--- src/rtl/pipe_ctrl_pkg.sv ---
// Shared pipeline-control definitions: instruction/register constants, hold-vector
// encodings, controller state encoding and the default watchdog limit.
package pipe_ctrl_pkg;

  // Canonical NOP (addi x0, x0, 0) and the hard-wired zero register index
  localparam logic [31:0] NOP_INST = 32'h0000_0013;
  localparam logic [4:0]  ZERO_REG = 5'd0;

  // Hold vector bit order: bit0 pc, bit1 if_id, bit2 id_exe, bit3 exe_mem, bit4 mem_wb, bit5 wb
  localparam int unsigned STALL_W = 6;
  localparam logic [STALL_W-1:0] STALL_NONE = 6'b000000;
  localparam logic [STALL_W-1:0] STALL_ID   = 6'b000111;
  localparam logic [STALL_W-1:0] STALL_EXE  = 6'b001111;
  localparam logic [STALL_W-1:0] STALL_MEM  = 6'b011111;
  localparam logic [STALL_W-1:0] STALL_ALL  = 6'b111111;

  // Consecutive stall cycles tolerated before declaring a hang
  localparam int unsigned WDT_LIMIT_DEFAULT = 255;

  typedef enum logic [1:0] {
    ST_RUN   = 2'd0,
    ST_HALT  = 2'd1,
    ST_ERROR = 2'd2
  } state_e;

endpackage

--- src/rtl/pipe_ctrl_sat_counter.sv ---
// Saturating up-counter with enable; holds at all-ones instead of wrapping.
module sat_counter #(
  parameter int unsigned W = 32
) (
  input  logic         clk_i,
  input  logic         rst_n_i,
  input  logic         en_i,
  output logic [W-1:0] cnt_o
);

  logic [W-1:0] cnt_q;
  logic [W-1:0] cnt_d;

  // Increment when enabled unless already saturated
  always_comb begin
    cnt_d = cnt_q;
    if (en_i && (cnt_q != {W{1'b1}})) begin
      cnt_d = cnt_q + 1'b1;
    end
  end

  // Counter register
  always_ff @(posedge clk_i or negedge rst_n_i) begin
    if (!rst_n_i) begin
      cnt_q <= '0;
    end else begin
      cnt_q <= cnt_d;
    end
  end

  assign cnt_o = cnt_q;

endmodule

--- src/rtl/pipe_ctrl.sv ---
// Pipeline hazard controller: stall/flush arbitration, PC redirect, debug halt,
// stall watchdog and performance counters.
module pipe_ctrl
  import pipe_ctrl_pkg::*;
#(
  parameter int unsigned WDT_LIMIT = WDT_LIMIT_DEFAULT
) (
  input  logic               clk_i,
  input  logic               rst_n_i,
  input  logic               stallreq_id_i,
  input  logic               stallreq_exe_i,
  input  logic               stallreq_mem_i,
  input  logic               jump_flag_i,
  input  logic [31:0]        jump_addr_i,
  input  logic               halt_req_i,
  input  logic               resume_i,
  output logic [STALL_W-1:0] stall_o,
  output logic               flush_o,
  output logic               jump_flag_o,
  output logic [31:0]        jump_addr_o,
  output logic               halted_o,
  output logic               wdt_err_o,
  output logic [31:0]        stall_cnt_o,
  output logic [31:0]        flush_cnt_o
);

  state_e      state_q, state_d;
  logic [31:0] wdt_q, wdt_d;
  logic        jump_ok;
  logic        any_stallreq;

  // A jump can only redirect when the older stages are not frozen
  assign jump_ok      = jump_flag_i && !stallreq_mem_i && !stallreq_exe_i;
  assign any_stallreq = stallreq_id_i || stallreq_exe_i || stallreq_mem_i;

  // State and watchdog registers
  always_ff @(posedge clk_i or negedge rst_n_i) begin
    if (!rst_n_i) begin
      state_q <= ST_RUN;
      wdt_q   <= '0;
    end else begin
      state_q <= state_d;
      wdt_q   <= wdt_d;
    end
  end

  // Next state: watchdog trips to ERROR, halt waits for a quiet cycle, resume returns to RUN
  always_comb begin
    state_d = state_q;
    wdt_d   = wdt_q;
    case (state_q)
      ST_RUN: begin
        if (stall_o != STALL_NONE) begin
          wdt_d = wdt_q + 32'd1;
          if (wdt_d >= 32'(WDT_LIMIT)) begin
            state_d = ST_ERROR;
          end
        end else begin
          wdt_d = '0;
          if (halt_req_i && !any_stallreq && !jump_flag_i) begin
            state_d = ST_HALT;
          end
        end
      end
      ST_HALT: begin
        if (resume_i) begin
          state_d = ST_RUN;
        end
      end
      ST_ERROR: begin
        state_d = ST_ERROR;
      end
      default: begin
        state_d = ST_RUN;
        wdt_d   = '0;
      end
    endcase
  end

  // Outputs: forced quiet during reset; a jump kills a decode hazard rather than stalling for it
  always_comb begin
    stall_o     = STALL_NONE;
    flush_o     = 1'b0;
    jump_flag_o = 1'b0;
    jump_addr_o = '0;
    halted_o    = 1'b0;
    wdt_err_o   = 1'b0;
    if (rst_n_i) begin
      case (state_q)
        ST_RUN: begin
          if (stallreq_mem_i) begin
            stall_o = STALL_MEM;
          end else if (stallreq_exe_i) begin
            stall_o = STALL_EXE;
          end else if (!jump_ok && stallreq_id_i) begin
            stall_o = STALL_ID;
          end
          if (jump_ok) begin
            flush_o     = 1'b1;
            jump_flag_o = 1'b1;
            jump_addr_o = jump_addr_i;
          end
        end
        ST_HALT: begin
          stall_o  = STALL_ALL;
          halted_o = 1'b1;
        end
        ST_ERROR: begin
          stall_o   = STALL_ALL;
          wdt_err_o = 1'b1;
        end
        default: begin
          stall_o = STALL_NONE;
        end
      endcase
    end
  end

  logic stall_cnt_en;
  assign stall_cnt_en = (state_q == ST_RUN) && (stall_o != STALL_NONE);

  sat_counter #(.W(32)) u_stall_cnt (
    .clk_i   (clk_i),
    .rst_n_i (rst_n_i),
    .en_i    (stall_cnt_en),
    .cnt_o   (stall_cnt_o)
  );

  sat_counter #(.W(32)) u_flush_cnt (
    .clk_i   (clk_i),
    .rst_n_i (rst_n_i),
    .en_i    (flush_o),
    .cnt_o   (flush_cnt_o)
  );

endmodule
--- config.mk ---
export PLATFORM = sky130hd
export DESIGN_NAME = pipe_ctrl
export DESIGN_NICKNAME = d
export VERILOG_FILES = /design/src/rtl/pipe_ctrl_pkg.sv /design/src/rtl/pipe_ctrl_sat_counter.sv /design/src/rtl/pipe_ctrl.sv
export SDC_FILE = /design/constraint.sdc
export NUM_CORES = 1
export LEC_CHECK = 0
export BUFFER_PORTS_ARGS = -buffer_cell sky130_fd_sc_hd__buf_2
export CAP_MARGIN = 20
export CORE_MARGIN = 2
export CORE_UTILIZATION = 50
export CTS_CLUSTER_SIZE = 30
export DETAILED_ROUTE_END_ITERATION = 10
export PLACE_DENSITY = 0.76
export SYNTH_ARGS = -nofsm -noshare
export SYNTH_HDL_FRONTEND = slang
export SYNTH_SLANG_ARGS = --single-unit
--- constraint.sdc ---
create_clock -name clk_i -period 3.7 [get_ports clk_i]
set_input_delay 0.74 -clock clk_i [delete_from_list [all_inputs] [get_ports clk_i]]
set_output_delay 0.74 -clock clk_i [all_outputs]
set_load 0.01 [all_outputs]
==> out/metrics.cfg <==
[outcome]
status = completed

[power_and_ir_drop]
vdd.ir_drop.worst_mv = 0.264
finalPower_mw = 3.06
p_leak_nw = 3.27
pwr_density_cell_nw_per_um2 = 453

[logic_synthesis]
yosys_warnings = 0
synth_ff_type = dfrtp_1
synth_top_area_cell = dfrtp_1
synth_edf_count = 0
synthesis.area_um2 = 5680
avgSynthCellArea_um2 = 9.29
synthArstFlopShare_pct = 100
synth-seq-cells = 98
synth_top_area_share_pct = 43.2
syn_nets = 660
ys_seq_area_share_pct = 43.2
postSynthCellCount = 612
yosysUniqueCellTypes = 60
yosys-top-cells-area = dfrtp_1 (43%), xnor2_1 (8.5%), and2_1 (4.7%)

[layout]
fill_cells = 956
final_layout_size_suffix_gt1_share_pct = 24.7
postLayoutCellArea_um2 = 6760
final_common_cell = buf_2
most-common-layout-cells = buf_2 (144), dfrtp_1 (98), xnor2_1 (55), nand2_1 (48), o21ai_0 (48)
final_nets = 787
fin_util_pct = 61.5
antennaDiodeCount = 0
syn2layout_area_growth_pct = 18.9

[route]
first_pass_iters = 5
vias_per_cell = 5.71
vias = 5052
dr_wl_met3_um = 642
wl_met1_um = 6440
ant_nets = 0
drtIter0Drc = 542
totalWireLength_um = 14100
drc = 0
wl_per_cell_um = 15.9
routed-wl-met2_um = 6740
highest_layer = met4

[timing]
worst_pin_slew_ps = 913
min_period_over_period_pct = 82.4
finalHoldViolations = 0
fmax_mhz = 328
slew_headroom_pct = 38.9
whs_ps = 443
fin_skew_ps = 11.1
drv_slew = 0
setup_viol = 0
rsz0062_at_grt = no
post-route-min-period_ps = 3050
tns_ps = 0

[critical_path]
cp_slowest_cell = dfrtp_1
start_kind = flip-flop
critPathBufInv = 0
crit_path_max_incr_delay_ps = 440
critical_path_arrival_ps = 3260
path_cells = ha_1 > and3_1 > nand4_1 > nor2_4 > nand3_1 > a211o_2 > nor4_1 > a31oi_1 > mux2i_1
crit_required_ps = 3920
critPathKind = flip-flop to flip-flop
startpoint = wdt_q[0]
crit_path_end_kind = flip-flop
cp_max_fo = 10
r2r_start = wdt_q[0]
path_delay_family = simple AND/OR/NAND/NOR gates

[clocking]
insertion_delay_ps = 350
cts_inserted_buffers = 9
cts_root_buf = clkbuf_16
cts.clk_slew.worst_paths_ps = 70
cts_setup_buffers = 0
cts.htree.levels = 3
post_cts_resized = 0
cts_buffer_depth = 2
cts_hold_buffers = 0
cts_num_sinks = 98
cts_tree = done

[global_route]
grt_use_total_pct = 23.0
grt_max_degree = 74
grt_pass1_vias = 4743
antenna_found_initial = 0
grt_pass1_wl_um = 23500
grt_overflow = 0

[placement]
dp_hpwl_um = 10200
finalWeightedCongestion = 0.926
io_buffers = 145
place_area_um2 = 6420

[floorplanning]
coreArea_um2 = 11000
dieHeight_um = 111
rows = 38
dieArea_um2 = 12200
io_pins = 146
start_util_pct = 51.7
die_width_um = 111

[flow_run]
maxCapViolations = 0

[hold_path]
hold_class = primary input to asynchronous set/reset pin

-- area by class of cell --
type                       instances  area, um2  area share, %
multi-input combinational        466       2970           44.0
tap                              140        175           2.59
inverter                          13       48.8          0.722
clock buffer                      10        239           3.54
clock inverter                     6       93.8           1.39
sequential                        98       2450           36.3
timing repair buffer             151        773           11.4
-- synth_stat cells (5+ instances only) --
cell,instances
nand3_1,47
and4_1,15
inv_1,13
clkbuf_1,20
ha_1,8
and3_1,17
and2_1,43
xnor2_1,55
dfrtp_1,98
nand2_1,48
a31oi_1,10
nor2_1,44
nor3_1,11
nor2b_1,5
o31ai_1,18
buf_2,6
nand4_1,22
xor2_1,14
o21ai_0,48
a21oi_1,11
-- cell families after synthesis --
logic type	after synthesis	synth area share (%)
buffers and inverters	48	4.62
muxes	5	0.925
adders and majority gates	8	1.76
AOI/OAI and AO/OA	107	11.9
xor gates and xnor gates	69	10.6
DFF	98	43.2
and+or+nand+nor	277	27.0
-- metrics by stage --
step,std cells,setup slack (ps)
after floorplan,612,998
after global placement,868,791
after detailed placement,868,718
after CTS,884,715
after global routing,884,405
final,884,653
-- state kept, by name (all words and copies together) (netlist names) --
register           flops
u_flush_cnt.cnt_o     32
u_stall_cnt.cnt_o     32
wdt_q                 32
state_q                2
-- worst paths after layout --
path | endpoint | slack [ps] | depth (start not counted)
worst max register to register | state_q[0] | 650 | 9
min in group clk_i | u_stall_cnt.cnt_o[15] | 490 | 1
worst max-delay path | state_q[0] | 650 | 9
max in group asynchronous | u_stall_cnt.cnt_o[8] | 2010 | 3
worst min register to register | u_stall_cnt.cnt_o[15] | 490 | 1
worst min-delay path | wdt_q[22] | 440 | 2
-- power breakdown --
part / switching (mW) / leakage, nW / total [mW] / internal (mW)
Sequential: 0.0703 / 1.34 / 1.20 / 1.13
Clock: 0.422 / 0.160 / 1.04 / 0.619
Combinational: 0.524 / 1.77 / 0.815 / 0.292
-- metal layers --
layer / up-vias / global-route usage [%]
li1: 2430 / -
met1: 2459 / 31.8
met2: 143 / 36.8
met3: 20 / 3.51
met4: 0 / 8.42
met5: - / 0
Note: power is estimated with default switching activity, not from simulation.
